### config.mk
export PLATFORM = sky130hd
export DESIGN_NAME = pixel_channel
export DESIGN_NICKNAME = d
export VERILOG_FILES = /design/src/rtl/pixel_sensor_model_pkg.sv /design/src/rtl/pixel_sensor_model_channel.sv
export SDC_FILE = /design/constraint.sdc
export NUM_CORES = 1
export LEC_CHECK = 0
export CAP_MARGIN = 20
export CORE_UTILIZATION = 48
export CTS_CLUSTER_DIAMETER = 60
export DETAILED_ROUTE_END_ITERATION = 8
export GPL_ROUTABILITY_DRIVEN = 0
export PLACE_DENSITY = 0.78
export SLEW_MARGIN = 20
export SYNTH_ARGS = -nofsm -noshare
export SYNTH_HDL_FRONTEND = slang
export SYNTH_SLANG_ARGS = --single-unit
export TNS_END_PERCENT = 30
### constraint.sdc
create_clock -name clk -period 2.58 [get_ports clk]
set_clock_uncertainty 0.05 [all_clocks]
set_input_delay 0.258 -clock clk [delete_from_list [all_inputs] [get_ports clk]]
set_output_delay 0.258 -clock clk [all_outputs]
set_load 0.005 [all_outputs]
### src/rtl/pixel_sensor_model_pkg.sv
// Shared types and default sizing for the clocked pixel-sensor model.
package pixel_sensor_model_pkg;

    localparam int unsigned DEFAULT_PIXEL_BITS   = 8;
    localparam int unsigned DEFAULT_EXPOSE_SHIFT = 2;
    localparam int unsigned DEFAULT_CHANNELS     = 4;

    typedef enum logic [2:0] {
        S_IDLE    = 3'd0,
        S_ERASED  = 3'd1,
        S_EXPOSE  = 3'd2,
        S_CONVERT = 3'd3,
        S_DONE    = 3'd4
    } sensor_state_t;

endpackage

### src/rtl/pixel_sensor_model_channel.sv
// One modelled pixel: saturating light accumulator plus sticky ramp-compare latch.
// Define PIXEL_SENSOR_DARK_CURRENT_EN to add one extra count per accepted expose step.
module pixel_channel
    import pixel_sensor_model_pkg::*;
#(
    parameter int unsigned PIXEL_BITS   = DEFAULT_PIXEL_BITS,
    parameter int unsigned EXPOSE_SHIFT = DEFAULT_EXPOSE_SHIFT
) (
    input  logic                  clk,
    input  logic                  reset,
    input  logic                  clear,
    input  logic                  expose_en,
    input  logic                  ramp_en,
    input  logic [PIXEL_BITS-1:0] intensity,
    input  logic [PIXEL_BITS-1:0] ramp_cnt,
    output logic                  cmp,
    output logic                  cmp_next_c
);

    localparam int unsigned ACC_BITS = PIXEL_BITS + EXPOSE_SHIFT;
    localparam int unsigned SUM_BITS = ACC_BITS + 1;

    logic [ACC_BITS-1:0]   acc_q;
    logic [ACC_BITS-1:0]   acc_d;
    logic [SUM_BITS-1:0]   sum_c;
    logic [PIXEL_BITS-1:0] level_c;

`ifdef PIXEL_SENSOR_DARK_CURRENT_EN
    assign sum_c = SUM_BITS'(acc_q) + SUM_BITS'(intensity) + SUM_BITS'(1);
`else
    assign sum_c = SUM_BITS'(acc_q) + SUM_BITS'(intensity);
`endif

    assign level_c = acc_q[ACC_BITS-1:EXPOSE_SHIFT];

    // Next accumulator / compare state; the carry bit of sum_c signals saturation
    always_comb begin
        acc_d      = acc_q;
        cmp_next_c = cmp;
        if (clear) begin
            acc_d      = '0;
            cmp_next_c = 1'b0;
        end else begin
            if (expose_en) begin
                acc_d = sum_c[ACC_BITS] ? '1 : sum_c[ACC_BITS-1:0];
            end
            if (ramp_en && (ramp_cnt >= level_c)) begin
                cmp_next_c = 1'b1;
            end
        end
    end

    always_ff @(posedge clk) begin
        if (reset) begin
            acc_q <= '0;
            cmp   <= 1'b0;
        end else begin
            acc_q <= acc_d;
            cmp   <= cmp_next_c;
        end
    end

endmodule

# Word-level counts from Yosys, hierarchy flattened
# Cells that the tools add are included.
# word_totals
n_memories,0
latch_bits,0
ff_bits,11
out_inout_bits,2
mem_bits_rw,0
romBits,0
# classes
bitwise_logic,0
multipliers,0
magnitude_cmp,1
mux,3
div,0
n_reduce_logical,2
n_addsub,1
shift,0
n_eq_ne,0
# op_table
operator,count
$add A10 B8 Y11,1
$mux W10,1
$ge A8 B8 Y1,1
$mux W1,2
$reduce_or A2 Y1,1
$logic_and A1 B1 Y1,1

# Logic depth before layout (Yosys ltp)
# Gate-level depths: netlist (run 1).
# depth
ltp_word,4
mapped_depth,7
mapped_depth_nobuf,7

# Worst setup path after synthesis (run 1)
# OpenSTA, ideal clock, no wires.
# synth_path
path_type,reg2reg
from,register acc_q[0]
to,register acc_q[8]
path_stages_with_launch,8
slack_ps,593
setup_time_ps,92
arrival_ps,1845
required_ps,2438
cell_sequence,dfxtp_1 > ha_1 > fa_1 > a211oi_2 > o21ai_1 > a31o_1 > and4_1 > nor4_1
# synth_via
elab_chain_len,2
# synth_rtl
element,line_no,source
start: declaration,pixel_sensor_model_channel.sv:23,logic [ACC_BITS-1:0] acc_q;
start signal: assignment,pixel_sensor_model_channel.sv:55,acc_q <= '0;
start signal: assignment,pixel_sensor_model_channel.sv:58,acc_q <= acc_d;
$add A10 B8 Y11,pixel_sensor_model_channel.sv:31,assign sum_c = SUM_BITS'(acc_q) + SUM_BITS'(intensity);
$mux W10,pixel_sensor_model_channel.sv:45,acc_d = sum_c[ACC_BITS] ? '1 : sum_c[ACC_BITS-1:0];
# No other way between the ends.
# A chain may end at the register's enable or synchronous reset.

# Worst setup path in the final report (run 1)
# layout_path
from,input port ramp_cnt[6]
to,output port cmp_next_c
# layout_via
elab_chain_len,4
# layout_rtl
element,line_no,source
start: declaration,pixel_sensor_model_channel.sv:15,"input logic [PIXEL_BITS-1:0] ramp_cnt,"
$ge A8 B8 Y1,pixel_sensor_model_channel.sv:47,if (ramp_en && (ramp_cnt >= level_c)) begin
$logic_and A1 B1 Y1,pixel_sensor_model_channel.sv:47,
$mux W1,pixel_sensor_model_channel.sv:47,
$mux W1,pixel_sensor_model_channel.sv:40,if (clear) begin
end: declaration,pixel_sensor_model_channel.sv:17,output logic cmp_next_c
# No other way between the ends.

==> metrics.csv, run 1 <==
stage;metric;value;unit
cells_and_area;end-of-flow core utilization;0.7284;
synth;top-area cell type share of the netlist area;0.2319;
detailed_routing;number of nets with antenna violations after detailed routing;0;
clock_tree;clock slew at the register clock pins of the worst setup and hold paths;0.07;ns
synth;sequential cell area fraction in the yosys report;0.2319;
placement;detailed placer's ending HPWL;1771;µm
clock_tree;number of buffers on the longest clock path;2;
floorplan;Die Y;46.48;µm
pwr;reported leakage power;0.5733;nW
sta;Slew @ Worst Pin;0.5600;ns
synth;FF+latch count, synth;11;
clock_tree;latest clock arrival within the worst-skew pair;0.27;ns
run;count of maximum capacitance violations;0;
detailed_routing;total via count in the routed design;987;
floorplan;initial standard-cell utilization of the core;0.5326;
synth;leading cell types by total area after synthesis;dfxtp_1 23%, ha_1 21%, o221a_2 8.3%;
worst_setup_path;Worst R2R Start;acc_q[8];
detailed_routing;detailed-route DRC error count;0;
detailed_routing;Total Routed Length;2441;µm
sta;slack of the critical path;0.09856;ns
sta;worst slew margin relative to its limit;0.6253;
synth;Async SR Flop Fraction;0;
cells_and_area;nets@finish;175;
placement;area after detailed placement;1202;µm²
global_route;pin count of the biggest net entering global routing;13;
placement;DP Worst Slack;-0.07156;ns
cells_and_area;share of post-route cells with drive strength above 1;0.1985;
cells_and_area;synth-to-layout area growth;36.76;%
clock_tree;CTS buffer count;3;
worst_setup_path;CP Class;in2out;
sta;minimum period implied by the final worst setup slack;2.481;ns
synth;top cell types by occurrence after synthesis;16 x ha_1, 11 x dfxtp_1, 10 x inv_1, 8 x a21oi_1, 7 x o221a_2;
synth;number of nets produced by synthesis;141;
synth;number of distinct library cell variants in the gate-level netlist after synthesis;35;
synth;count of flip-flops with a built-in enable after synthesis;0;
floorplan;Placeable Area;1783;µm²
worst_setup_path;Worst setup startpoint;ramp_cnt[6];
pwr;cell area power density;366.9;nW/µm²
sta;Setup Viol. Count Final;0;
synth;most frequently used flop master after synthesis;dfxtp_1;
global_route;number of global-route vias before repair;940;
detailed_routing;starting DRC count in detailed routing;40;
worst_setup_path;depth of the worst register-to-register path;14;
sta;top achievable clock speed;403.0;MHz
worst_setup_path;largest fanout of any net on the critical path;2;
worst_setup_path;capture point of the critical path;cmp_next_c;
cells_and_area;design area;1299;µm²
detailed_routing;per-cell routed wire length;15.16;µm
detailed_routing;ratio of routed vias to standard cells;6.130;
sta;final hold slack;0.4917;ns
synth;Mean Syn Cell Area;9.220;µm²
clock_tree;clock tree from TritonCTS;yes;
floorplan;area enclosed by the die boundary;2160;µm²
synth;cell accounting for the most synthesized area;dfxtp_1;
worst_setup_path;kind of end point of the critical path;output pin;
worst_setup_path;Req. time, crit path;2.27;ns
worst_hold_path;class of the tightest hold or removal check;reg2reg;
synth;leading cell type by number of instances after synthesis;ha_1;
clock_tree;clk root buf;clkbuf_4;
global_route;GR Overflow Total;0;
synth;number of instances in the synthesized netlist;103;
pwr;VDD IR-drop max;311.2;µV
detailed_routing;number of iterations in the first detailed-routing pass;4;
global_route;initial antenna violation count;0;
cells_and_area;total inserted antenna cells;0;
worst_setup_path;critical path arrival;2.17;ns
synth;Mapped Area;949.7;µm²
synth;total of warnings raised by yosys;0;
worst_setup_path;reg-to-reg slack, setup;0.15;ns
global_route;global-route wire length before repair;4015;µm
worst_setup_path;endpoint of the worst register-to-register path;cmp;
sta;fin. max-slew vios;0;
placement;input/output buffers;22;
sta;Setup Total Neg Slack;0;ns
worst_setup_path;element type at the critical path start;input port;
sta;hold violation total from the final report;0;
outcome;result of the run;complete, no violations;
clock_tree;number of sinks on the clock net;11;
floorplan;cell row count;15;
floorplan;number of top-level design ports;23;
global_route;GRT Resource Usage Total;0.2687;
floorplan;Die W;46.48;µm
sta;final critical-path share of the clock period;0.9618;
clock_tree;CTS H-Tree Depth;1;
==> per-stage QoR <==
stage                     instances  power (W)
after global routing            161  0.0005045
after floorplan                 103  0.0002715
final                           161  0.0004765
after detailed placement        149  0.0003322
after CTS                       163  0.0004747
after global placement          149  0.0003259
==> flip-flops by register name, indices dropped and copies added (netlist names) <==
name / count
acc_q: 10
cmp: 1
==> report_power, final <==
group	switching (W)	leakage (nW)	internal, W	total, W
registers	0.00000635	0.0903	0.000177	0.000183
logic	0.0000766	0.468	0.0000948	0.000171
clock network	0.0000617	0.0150	0.0000600	0.000122
==> worst max-delay path, cell delays in order <==
cell             delay [ns]
clkdlybuf4s50_1        0.40
ha_1                   0.31
a21o_1                 0.18
a21o_1                 0.17
a221o_1                0.35
a31oi_2                0.19
nor2_1                 0.05
dlygate4sd2_1          0.26
==> layout by cell type, fill, tap and decap left out, drive strengths merged, types with 2 or more instances in the layout <==
cell type	netlist	layout
xnor2	2	2
o211ai	2	2
dfxtp	11	11
clkbuf	1	4
ha	16	16
a211oi	2	2
a21o	5	5
a31o	2	2
nor2	6	6
and4	2	2
clkdlybuf4s50	0	21
buf	2	10
nand2	3	3
xor2	3	3
nor2b	2	2
a2111oi	2	2
a21oi	9	9
inv	10	10
a311oi	2	2
o21ai	4	4
o221a	7	7
==> worst min path at each step <==
stage | startpoint | endpoint | cells past startpoint | slack [ns]
global route | acc_q[0] | acc_q[0] | 1 | 0.52
global placement | acc_q[0] | acc_q[0] | 1 | 0.47
CTS | acc_q[0] | acc_q[0] | 1 | 0.49
detailed placement | acc_q[0] | acc_q[0] | 1 | 0.47
finish | acc_q[0] | acc_q[0] | 1 | 0.49
floorplan | reset | acc_q[9] | 1 | 0.28
==> logic make-up (layout without fill, tap and decap cells) <==
kind of cell	Yosys count	in the layout	share of synthesized area
buffers and inverters	13	46	0.05402
DFF	11	11	0.2319
and+or+nand+nor	17	17	0.09223
AOI/OAI and AO/OA	40	40	0.3439
xor gates and xnor gates	5	5	0.04612
adders and majority gates	17	17	0.2319
==> area by class of cell <==
| type | instances | area [µm²] |
|---|---|---|
| Clock buffer | 4 | 26.28 |
| Fill cell | 134 | 484.2 |
| Inverter | 10 | 37.54 |
| Multi-Input combinational cell | 79 | 688.2 |
| Sequential cell | 11 | 221.5 |
| Tap cell | 25 | 31.28 |
| Timing Repair Buffer | 32 | 294.0 |
==> per-layer routing <==
| layer | up-vias | global-route usage | wire length (µm) | part of all wire |
|---|---|---|---|---|
| li1 | 463 | - | - | - |
| met1 | 458 | 0.3333 | 1082 | 0.44 |
| met2 | 54 | 0.4194 | 1116 | 0.46 |
| met3 | 12 | 0.05882 | 158 | 0.065 |
| met4 | 0 | 0.1588 | 82 | 0.034 |
| met5 | - | 0 | 0 | 0 |
==> what timing repair did <==
item,4_1_cts,5_1_grt
endpoints found under the setup margin,1,2
pin swaps,0,1
resized for setup,3,2
buffers inserted,10,0
cloned,0,0
hold endpoints to repair,0,0
hold buffers,0,0
Power figures use the tool's default switching activity.
==> run 2, diff against run 1 <==
--- a/config.mk
+++ b/config.mk
@@ -5,12 +5,13 @@
 export SDC_FILE = /design/constraint.sdc
 export NUM_CORES = 1
 export LEC_CHECK = 0
+export ABC_AREA = 1
 export CAP_MARGIN = 20
-export CORE_UTILIZATION = 48
+export CORE_UTILIZATION = 50
 export CTS_CLUSTER_DIAMETER = 60
 export DETAILED_ROUTE_END_ITERATION = 8
 export GPL_ROUTABILITY_DRIVEN = 0
-export PLACE_DENSITY = 0.78
+export PLACE_DENSITY = 0.79
 export SLEW_MARGIN = 20
 export SYNTH_ARGS = -nofsm -noshare
 export SYNTH_HDL_FRONTEND = slang
==> run 2 against run 1 <==
Register-to-register slack improved by 0.55 ns. Sequential power barely moved. Die area rose by 3.6%. Global-route usage down 5.1 points. Critical path depth up 4. Worst hold slack lost 0.065 ns. Wire length shrank 11%. Cell count is 24% higher. Fmax is 22% higher. Total power down 4.9%. Core utilization decreased by 5.7 points.
==> metrics.csv, run 2 <==
stage;metric;value;unit;change
sta;final hold slack;0.4266;ns;-0.06516 ns
cells_and_area;total inserted antenna cells;0;;unchanged
clock_tree;post-cts hold buffer count;0;;unchanged
worst_hold_path;hold path startpoint;cmp;;
detailed_routing;number of iterations in the first detailed-routing pass;4;;unchanged
floorplan;cell row count;16;;+1
synth;leading cell type by number of instances after synthesis;nand2_1;;
placement;input/output buffers;22;;unchanged
worst_hold_path;worst hold path depth;2;;+1
pwr;switching portion of total power;0.3132;;+0.009605
pwr;Comb pwr share;0.330;;-0.030
synth;count of flip-flops with a built-in enable after synthesis;0;;unchanged
cells_and_area;nets@finish;211;;+21%
floorplan;number of top-level design ports;23;;unchanged
worst_hold_path;hold endpoint;cmp;;
clock_tree;clock slew at the register clock pins of the worst setup and hold paths;0.07;ns;about the same
placement;area after detailed placement;1275;µm²;+6.0%
outcome;result of the run;complete, no violations;;
sta;Slew @ Worst Pin;0.6142;ns;+0.05427 ns
run;count of maximum capacitance violations;0;;unchanged
clock_tree;CTS buffer count;3;;unchanged
detailed_routing;Total Routed Length;2170;µm;-11%
synth;cell accounting for the most synthesized area;dfxtp_1;;
worst_setup_path;element type at the critical path start;input port;;
synth;number of instances in the synthesized netlist;147;;+43%
pwr;Pwr Total;0.0004533;W;-4.9%
synth;total of warnings raised by yosys;0;;unchanged
pwr;reported leakage power;0.6637;nW;+16%
clock_tree;clock tree from TritonCTS;yes;;
detailed_routing;starting DRC count in detailed routing;15;;-63%
synth;leading cell types by total area after synthesis;dfxtp_1 21%, ha_1 20%, nand2_1 11%;;
synth;Mean Syn Cell Area;6.979;µm²;-24%
floorplan;Placeable Area;1942;µm²;+8.9%
worst_setup_path;endpoint of the worst register-to-register path;acc_q[7];;
pwr;Sequential Power Share;0.402;;+0.017
synth;most frequently used flop master after synthesis;dfxtp_1;;
worst_setup_path;Req. time, crit path;2.27;ns;about the same
global_route;number of global-route vias before repair;848;;-9.8%
sta;Setup Viol. Count Final;0;;unchanged
sta;fin. max-slew vios;0;;unchanged
global_route;global-route wire length before repair;3353;µm;-16%
global_route;pin count of the biggest net entering global routing;15;;+2
synth;top-area cell type share of the netlist area;0.2146;;-0.01725
pwr;Power Internal;0.0003113;W;-6.2%
placement;detailed placer's ending HPWL;1732;µm;-2.2%
cells_and_area;largest registers;acc_q x10, cmp x1;;
clock_tree;post_cts resized;0;;-3
pwr;VDD IR-drop max;237.8;µV;-24%
clock_tree;number of buffers on the longest clock path;2;;unchanged
cells_and_area;layout filler cell count;190;;+42%
pwr;clock network fraction of design power;0.268;;+0.013
clock_tree;number of sinks on the clock net;11;;unchanged
floorplan;Die W;47.30;µm;+1.8%
detailed_routing;per-cell routed wire length;10.90;µm;-28%
clock_tree;post-CTS setup buffer count;0;;-10
synth;number of nets produced by synthesis;185;;+31%
floorplan;initial standard-cell utilization of the core;0.5284;;-0.004281
global_route;initial antenna violation count;0;;unchanged
sta;Setup Total Neg Slack;0;ns;unchanged
sta;RSZ-0062 raised after global routing;false;;
clock_tree;clk root buf;clkbuf_4;;
synth;number of distinct library cell variants in the gate-level netlist after synthesis;23;;-34%
worst_setup_path;depth of the worst register-to-register path;10;;-4
worst_setup_path;reg-to-reg slack, setup;0.70;ns;+0.55 ns
detailed_routing;detailed-route DRC error count;0;;unchanged
cells_and_area;commonest cells after routing, fill and taps aside;29 x nand2_1, 21 x clkdlybuf4s50_1, 20 x inv_1;;
cells_and_area;synth-to-layout area growth;27.07;%;
cells_and_area;flip-flop count of the largest register after layout;10;;unchanged
worst_setup_path;critical path arrival;1.73;ns;-0.44 ns
sta;minimum period implied by the final worst setup slack;2.033;ns;-0.4484 ns
floorplan;area enclosed by the die boundary;2237;µm²;+3.6%
sta;hold violation total from the final report;0;;unchanged
detailed_routing;number of nets with antenna violations after detailed routing;0;;unchanged
synth;FF+latch count, synth;11;;unchanged
cells_and_area;share of post-route cells with drive strength above 1;0.08721;;-0.1113
clock_tree;latest clock arrival within the worst-skew pair;0.28;ns;about the same
cells_and_area;register area;220.2;µm²;-0.56%
global_route;GR Overflow Total;0;;unchanged
worst_setup_path;kind of end point of the critical path;output pin;;
sta;worst slew margin relative to its limit;0.5890;;-0.03631
sta;final critical-path share of the clock period;0.7880;;-0.1738
synth;top cell types by occurrence after synthesis;29 x nand2_1, 20 x inv_1, 18 x nor2_1, 16 x ha_1, 12 x a21oi_1;;
sta;top achievable clock speed;491.9;MHz;+22%
worst_hold_path;class of the tightest hold or removal check;reg2reg;;
floorplan;Die Y;47.30;µm;+1.8%
global_route;GRT Resource Usage Total;0.2173;;-0.05145
clock_tree;CTS H-Tree Depth;1;;unchanged
worst_setup_path;Worst R2R Start;acc_q[0];;
synth;sequential cell area fraction in the yosys report;0.2146;;-0.01725
cells_and_area;design area;1304;µm²;+0.38%
cells_and_area;area used by multi-input combinational logic;721.9;µm²;+4.9%
cells_and_area;register with the highest flop count;acc_q;;
worst_setup_path;CP Class;in2out;;
pwr;switching power;0.0001420;W;-1.9%
pwr;cell area power density;347.7;nW/µm²;-5.2%
detailed_routing;total via count in the routed design;995;;+0.81%
worst_setup_path;largest fanout of any net on the critical path;2;;unchanged
synth;Async SR Flop Fraction;0;;unchanged
synth;Mapped Area;1026;µm²;+8.0%
detailed_routing;ratio of routed vias to standard cells;5.000;;-18%
cells_and_area;most common cell after layout, fill and taps aside;nand2_1;;
run 2: cell count changes in the layout (fill, tap and decap cells not counted), moves of 3 or more:
cell | previous run | this run
nand2_1 | 3 | 29
nor2_1 | 6 | 18
buf_4 | 10 | 0
inv_1 | 10 | 20
nand3_1 | 0 | 9
o21ai_0 | 1 | 8
o221a_2 | 7 | 0
a21o_1 | 5 | 0
a21oi_1 | 8 | 12
nand2_2 | 0 | 3
run 2: power by group through the flow:
stage | registers (W) | clock network, W | logic [W]
finish | 0.000182 | 0.000122 | 0.000150
global route | 0.000183 | 0.000128 | 0.000169
CTS | 0.000182 | 0.000124 | 0.000150
detailed placement | 0.000186 | 0 | 0.000149
global placement | 0.000186 | 0 | 0.000143
floorplan | 0.000185 | 0 | 0.0000934
run 2: logic make-up after synthesis:
group / Yosys count / synth area share
simple gates: 66 / 0.3061
compound gates: 26 / 0.1403
xor+xnor: 5 / 0.04269
flops: 11 / 0.2146
fa+ha+maj: 17 / 0.2146
buf+inv: 22 / 0.08170
run 2: routing by layer:
| layer | track usage | vias up | wire [µm] |
|---|---|---|---|
| met2 | 0.3671 | 25 | 1038 |
| met1 | 0.2598 | 436 | 1029 |
| met5 | 0 | - | 0 |
| met4 | 0.08000 | 0 | 17 |
| li1 | - | 530 | - |
| met3 | 0.06154 | 4 | 85 |
run 2: worst max path at each step:
stage	from	endpoint	slack (ns)	cells past startpoint
detailed placement	ramp_cnt[0]	cmp_next_c	0.1	12
finish	ramp_cnt[0]	cmp_next_c	0.55	12
global placement	ramp_cnt[0]	cmp_next_c	0.17	12
global route	ramp_cnt[0]	cmp_next_c	0.33	12
CTS	ramp_cnt[0]	cmp_next_c	0.09	12
floorplan	acc_q[0]	acc_q[6]	0.92	10
run 2: layout make-up:
cell class | instances | share of cell area
timing repair buffer | 22 | 0.1708
multi-input combinational | 114 | 0.5537
clock buffer | 4 | 0.02015
tap | 27 | 0.02591
sequential | 11 | 0.1689
inverter | 21 | 0.06046
run 2: per-stage QoR:
stage / setup slack [ns] / std cells / utilization
2_1_floorplan: 0.9208 / 147 / -
3_3_place_gp: 0.1673 / 195 / 0.6566
3_5_place_dp: 0.09833 / 195 / 0.6566
4_1_cts: 0.08636 / 199 / 0.6701
5_1_grt: 0.3320 / 199 / 0.6714
6_report: 0.5470 / 199 / 0.6714
run 2: worst max-delay path: stages:
cell	delay, ns
clkdlybuf4s50_1	0.45
inv_1	0.04
ha_1	0.28
inv_1	0.06
nand2_1	0.04
a21oi_1	0.14
o21ai_1	0.08
nand2_1	0.06
nand2_1	0.05
nand2_1	0.07
a21oi_1	0.06
dlymetal6s2s_1	0.15
==> run 3, diff against run 2 <==
==> constraint.sdc (replaced) <==
create_clock -name clk -period 2.1 [get_ports clk]
set_clock_uncertainty 0.05 [all_clocks]
set_input_delay 0.21 -clock clk [delete_from_list [all_inputs] [get_ports clk]]
set_output_delay 0.21 -clock clk [all_outputs]
set_load 0.005 [all_outputs]
==> run 3 against run 2 <==
Cell area rose by 3.2%. Cell count is 3.0% higher. Global-route usage is 2.9 points higher. Clock power increased by 22%. Non-clock buffer count grew 6. Largest power group unchanged. First-iteration DRC count decreased by 40%. Flip-flop and latch count unchanged. Register-to-register slack worse by 0.40 ns. Total power rose by 24%. Combinational power is 28% higher. Critical path depth did not move. Sequential share of layout area shrank 0.43 points.
==> metrics.csv, run 3 (synthesis gave the netlist of run 2 again) <==
stage;metric;value;unit;change
floorplan;number of top-level design ports;23;;unchanged
global_route;GR Overflow Total;0;;unchanged
clock_tree;number of sinks on the clock net;11;;unchanged
floorplan;cell row count;16;;unchanged
floorplan;Placeable Area;1942;µm²;unchanged
sta;Setup Total Neg Slack;0;ns;unchanged
pwr;reported leakage power;0.6806;nW;+2.5%
detailed_routing;routed length on met1;1007;µm;-2.1%
floorplan;Die W;47.30;µm;unchanged
cells_and_area;total inserted antenna cells;0;;unchanged
pwr;cell area power density;419.5;nW/µm²;+21%
cells_and_area;most common cell after layout, fill and taps aside;nand2_1;;
cells_and_area;largest registers;acc_q x10, cmp x1;;
floorplan;Die Y;47.30;µm;unchanged
cells_and_area;flip-flop count of the largest register after layout;10;;unchanged
clock_tree;CTS buffer count;3;;unchanged
global_route;number of global-route vias before repair;900;;+6.1%
pwr;Pwr Total;0.0005643;W;+24%
floorplan;initial standard-cell utilization of the core;0.5284;;unchanged
clock_tree;clk root buf;clkbuf_4;;
sta;worst slew margin relative to its limit;0.5991;;+0.01006
detailed_routing;starting DRC count in detailed routing;9;;-6
pwr;VDD IR-drop max;393.7;µV;+66%
clock_tree;latest clock arrival within the worst-skew pair;0.27;ns;about the same
floorplan;area enclosed by the die boundary;2237;µm²;unchanged
clock_tree;CTS H-Tree Depth;1;;unchanged
detailed_routing;number of iterations in the first detailed-routing pass;4;;unchanged
worst_setup_path;Req. time, crit path;1.84;ns;-0.43 ns
clock_tree;clock slew at the register clock pins of the worst setup and hold paths;0.07;ns;about the same
sta;Slew @ Worst Pin;0.5992;ns;-0.01504 ns
cells_and_area;share of post-route cells with drive strength above 1;0.1348;;+0.04762
cells_and_area;nets@finish;217;;+2.8%
worst_setup_path;kind of end point of the critical path;output pin;;
detailed_routing;number of nets with antenna violations after detailed routing;0;;unchanged
clock_tree;post-CTS setup buffer count;0;;unchanged
worst_setup_path;largest fanout of any net on the critical path;2;;unchanged
sta;fin. max-slew vios;0;;unchanged
detailed_routing;Total Routed Length;2437;µm;+12%
sta;final critical-path share of the clock period;0.9389;;
worst_setup_path;CP Class;in2out;;
worst_setup_path;element type at the critical path start;input port;;
global_route;GRT Resource Usage Total;0.2459;;+0.02863
sta;top achievable clock speed;507.2;MHz;
clock_tree;post-cts hold buffer count;0;;unchanged
placement;detailed placer's ending HPWL;1968;µm;+14%
detailed_routing;per-cell routed wire length;11.89;µm;+9.0%
cells_and_area;synth-to-layout area growth;31.10;%;
worst_hold_path;class of the tightest hold or removal check;reg2reg;;
detailed_routing;ratio of routed vias to standard cells;5.054;;+1.1%
clock_tree;number of buffers on the longest clock path;2;;unchanged
worst_setup_path;Worst setup startpoint;ramp_cnt[0];;
sta;hold violation total from the final report;0;;unchanged
sta;Setup Viol. Count Final;0;;unchanged
sta;RSZ-0062 raised after global routing;false;;
run;count of maximum capacitance violations;0;;unchanged
worst_setup_path;capture point of the critical path;cmp_next_c;;
worst_setup_path;reg-to-reg slack, setup;0.30;ns;-0.40 ns
clock_tree;clock tree from TritonCTS;yes;;
placement;input/output buffers;22;;unchanged
detailed_routing;uppermost layer routed;met4;;
sta;minimum period implied by the final worst setup slack;1.972;ns;
worst_setup_path;Worst R2R Start;acc_q[0];;
cells_and_area;layout filler cell count;178;;-6.3%
detailed_routing;DR WL met3;139;µm;+64%
outcome;result of the run;complete, no violations;;
global_route;initial antenna violation count;0;;unchanged
cells_and_area;commonest cells after routing, fill and taps aside;29 x nand2_1, 21 x clkdlybuf4s50_1, 20 x inv_1;;
detailed_routing;total via count in the routed design;1036;;+4.1%
cells_and_area;register with the highest flop count;acc_q;;
global_route;global-route wire length before repair;3691;µm;+10%
global_route;pin count of the biggest net entering global routing;11;;-4
worst_hold_path;worst hold path depth;2;;unchanged
detailed_routing;met2 routed wirelength;1239;µm;+19%
worst_setup_path;depth of the worst register-to-register path;10;;unchanged
detailed_routing;detailed-route DRC error count;0;;unchanged
worst_setup_path;endpoint of the worst register-to-register path;acc_q[5];;
worst_setup_path;critical path arrival;1.71;ns;-0.02 ns
## run 3: changes by cell type in the layout (fill, tap and decap cells not counted)
cell	delta
dfxtp_2	+1
nor2_1	-1
dlymetal6s2s_1	-1
dfxtp_1	-1
clkbuf_2	+1
buf_4	+6
nor2_2	+1
## run 3: worst min-delay path by stage
stage,endpoint,start,slack [ns]
after global routing,cmp,cmp,0.47
after global placement,cmp,cmp,0.41
after detailed placement,cmp,cmp,0.44
after floorplan,cmp,ramp_en,0.32
after CTS,cmp,cmp,0.45
final,cmp,cmp,0.44
## run 3: what timing repair did
action | in CTS | in global routing
resized for setup | 3 | 3
setup endpoints to repair | 1 | 1
pin swaps | 0 | 1
## run 3: through the flow
stage	setup slack, ns	cells	util	hold slack [ns]	area (µm²)
floorplan	0.4408	147	-	0.3217	1026
global placement	-0.2175	201	0.6798	0.4121	1320
detailed placement	-0.3251	201	0.6798	0.4379	1320
CTS	0.004604	205	0.6933	0.4492	1346
global route	0.01454	205	0.6927	0.4686	1345
finish	0.1283	205	0.6927	0.4446	1345
## run 3: layout make-up
cell class / instances / area [µm²] / area share
Multi-Input combinational cell: 114 / 724.4 / 0.5386
Timing Repair Buffer: 28 / 260.3 / 0.1935
Sequential cell: 11 / 221.5 / 0.1647
Inverter: 21 / 78.83 / 0.05860
Tap cell: 27 / 33.78 / 0.02512
Clock buffer: 4 / 26.28 / 0.01953
## run 3: critical path, stage by stage
cell	delay, ns
clkdlybuf4s50_1	0.46
inv_1	0.04
ha_1	0.26
inv_1	0.03
nand2_1	0.05
a21oi_1	0.06
o21ai_1	0.14
nand2_1	0.07
nand2_1	0.06
nand2_1	0.07
a21oi_1	0.14
clkbuf_2	0.14
## run 3: where the power goes
| part | internal [W] | total [W] | switching, W |
|---|---|---|---|
| clock | 0.0000737 | 0.000149 | 0.0000748 |
| sequential | 0.000217 | 0.000224 | 0.00000624 |
| combinational | 0.0000947 | 0.000192 | 0.0000974 |
## run 3: routing by layer
layer	up-vias	track usage
li1	542	-
met1	459	0.2723
met2	27	0.4301
met3	8	0.08077
met4	0	0.09714
met5	-	0
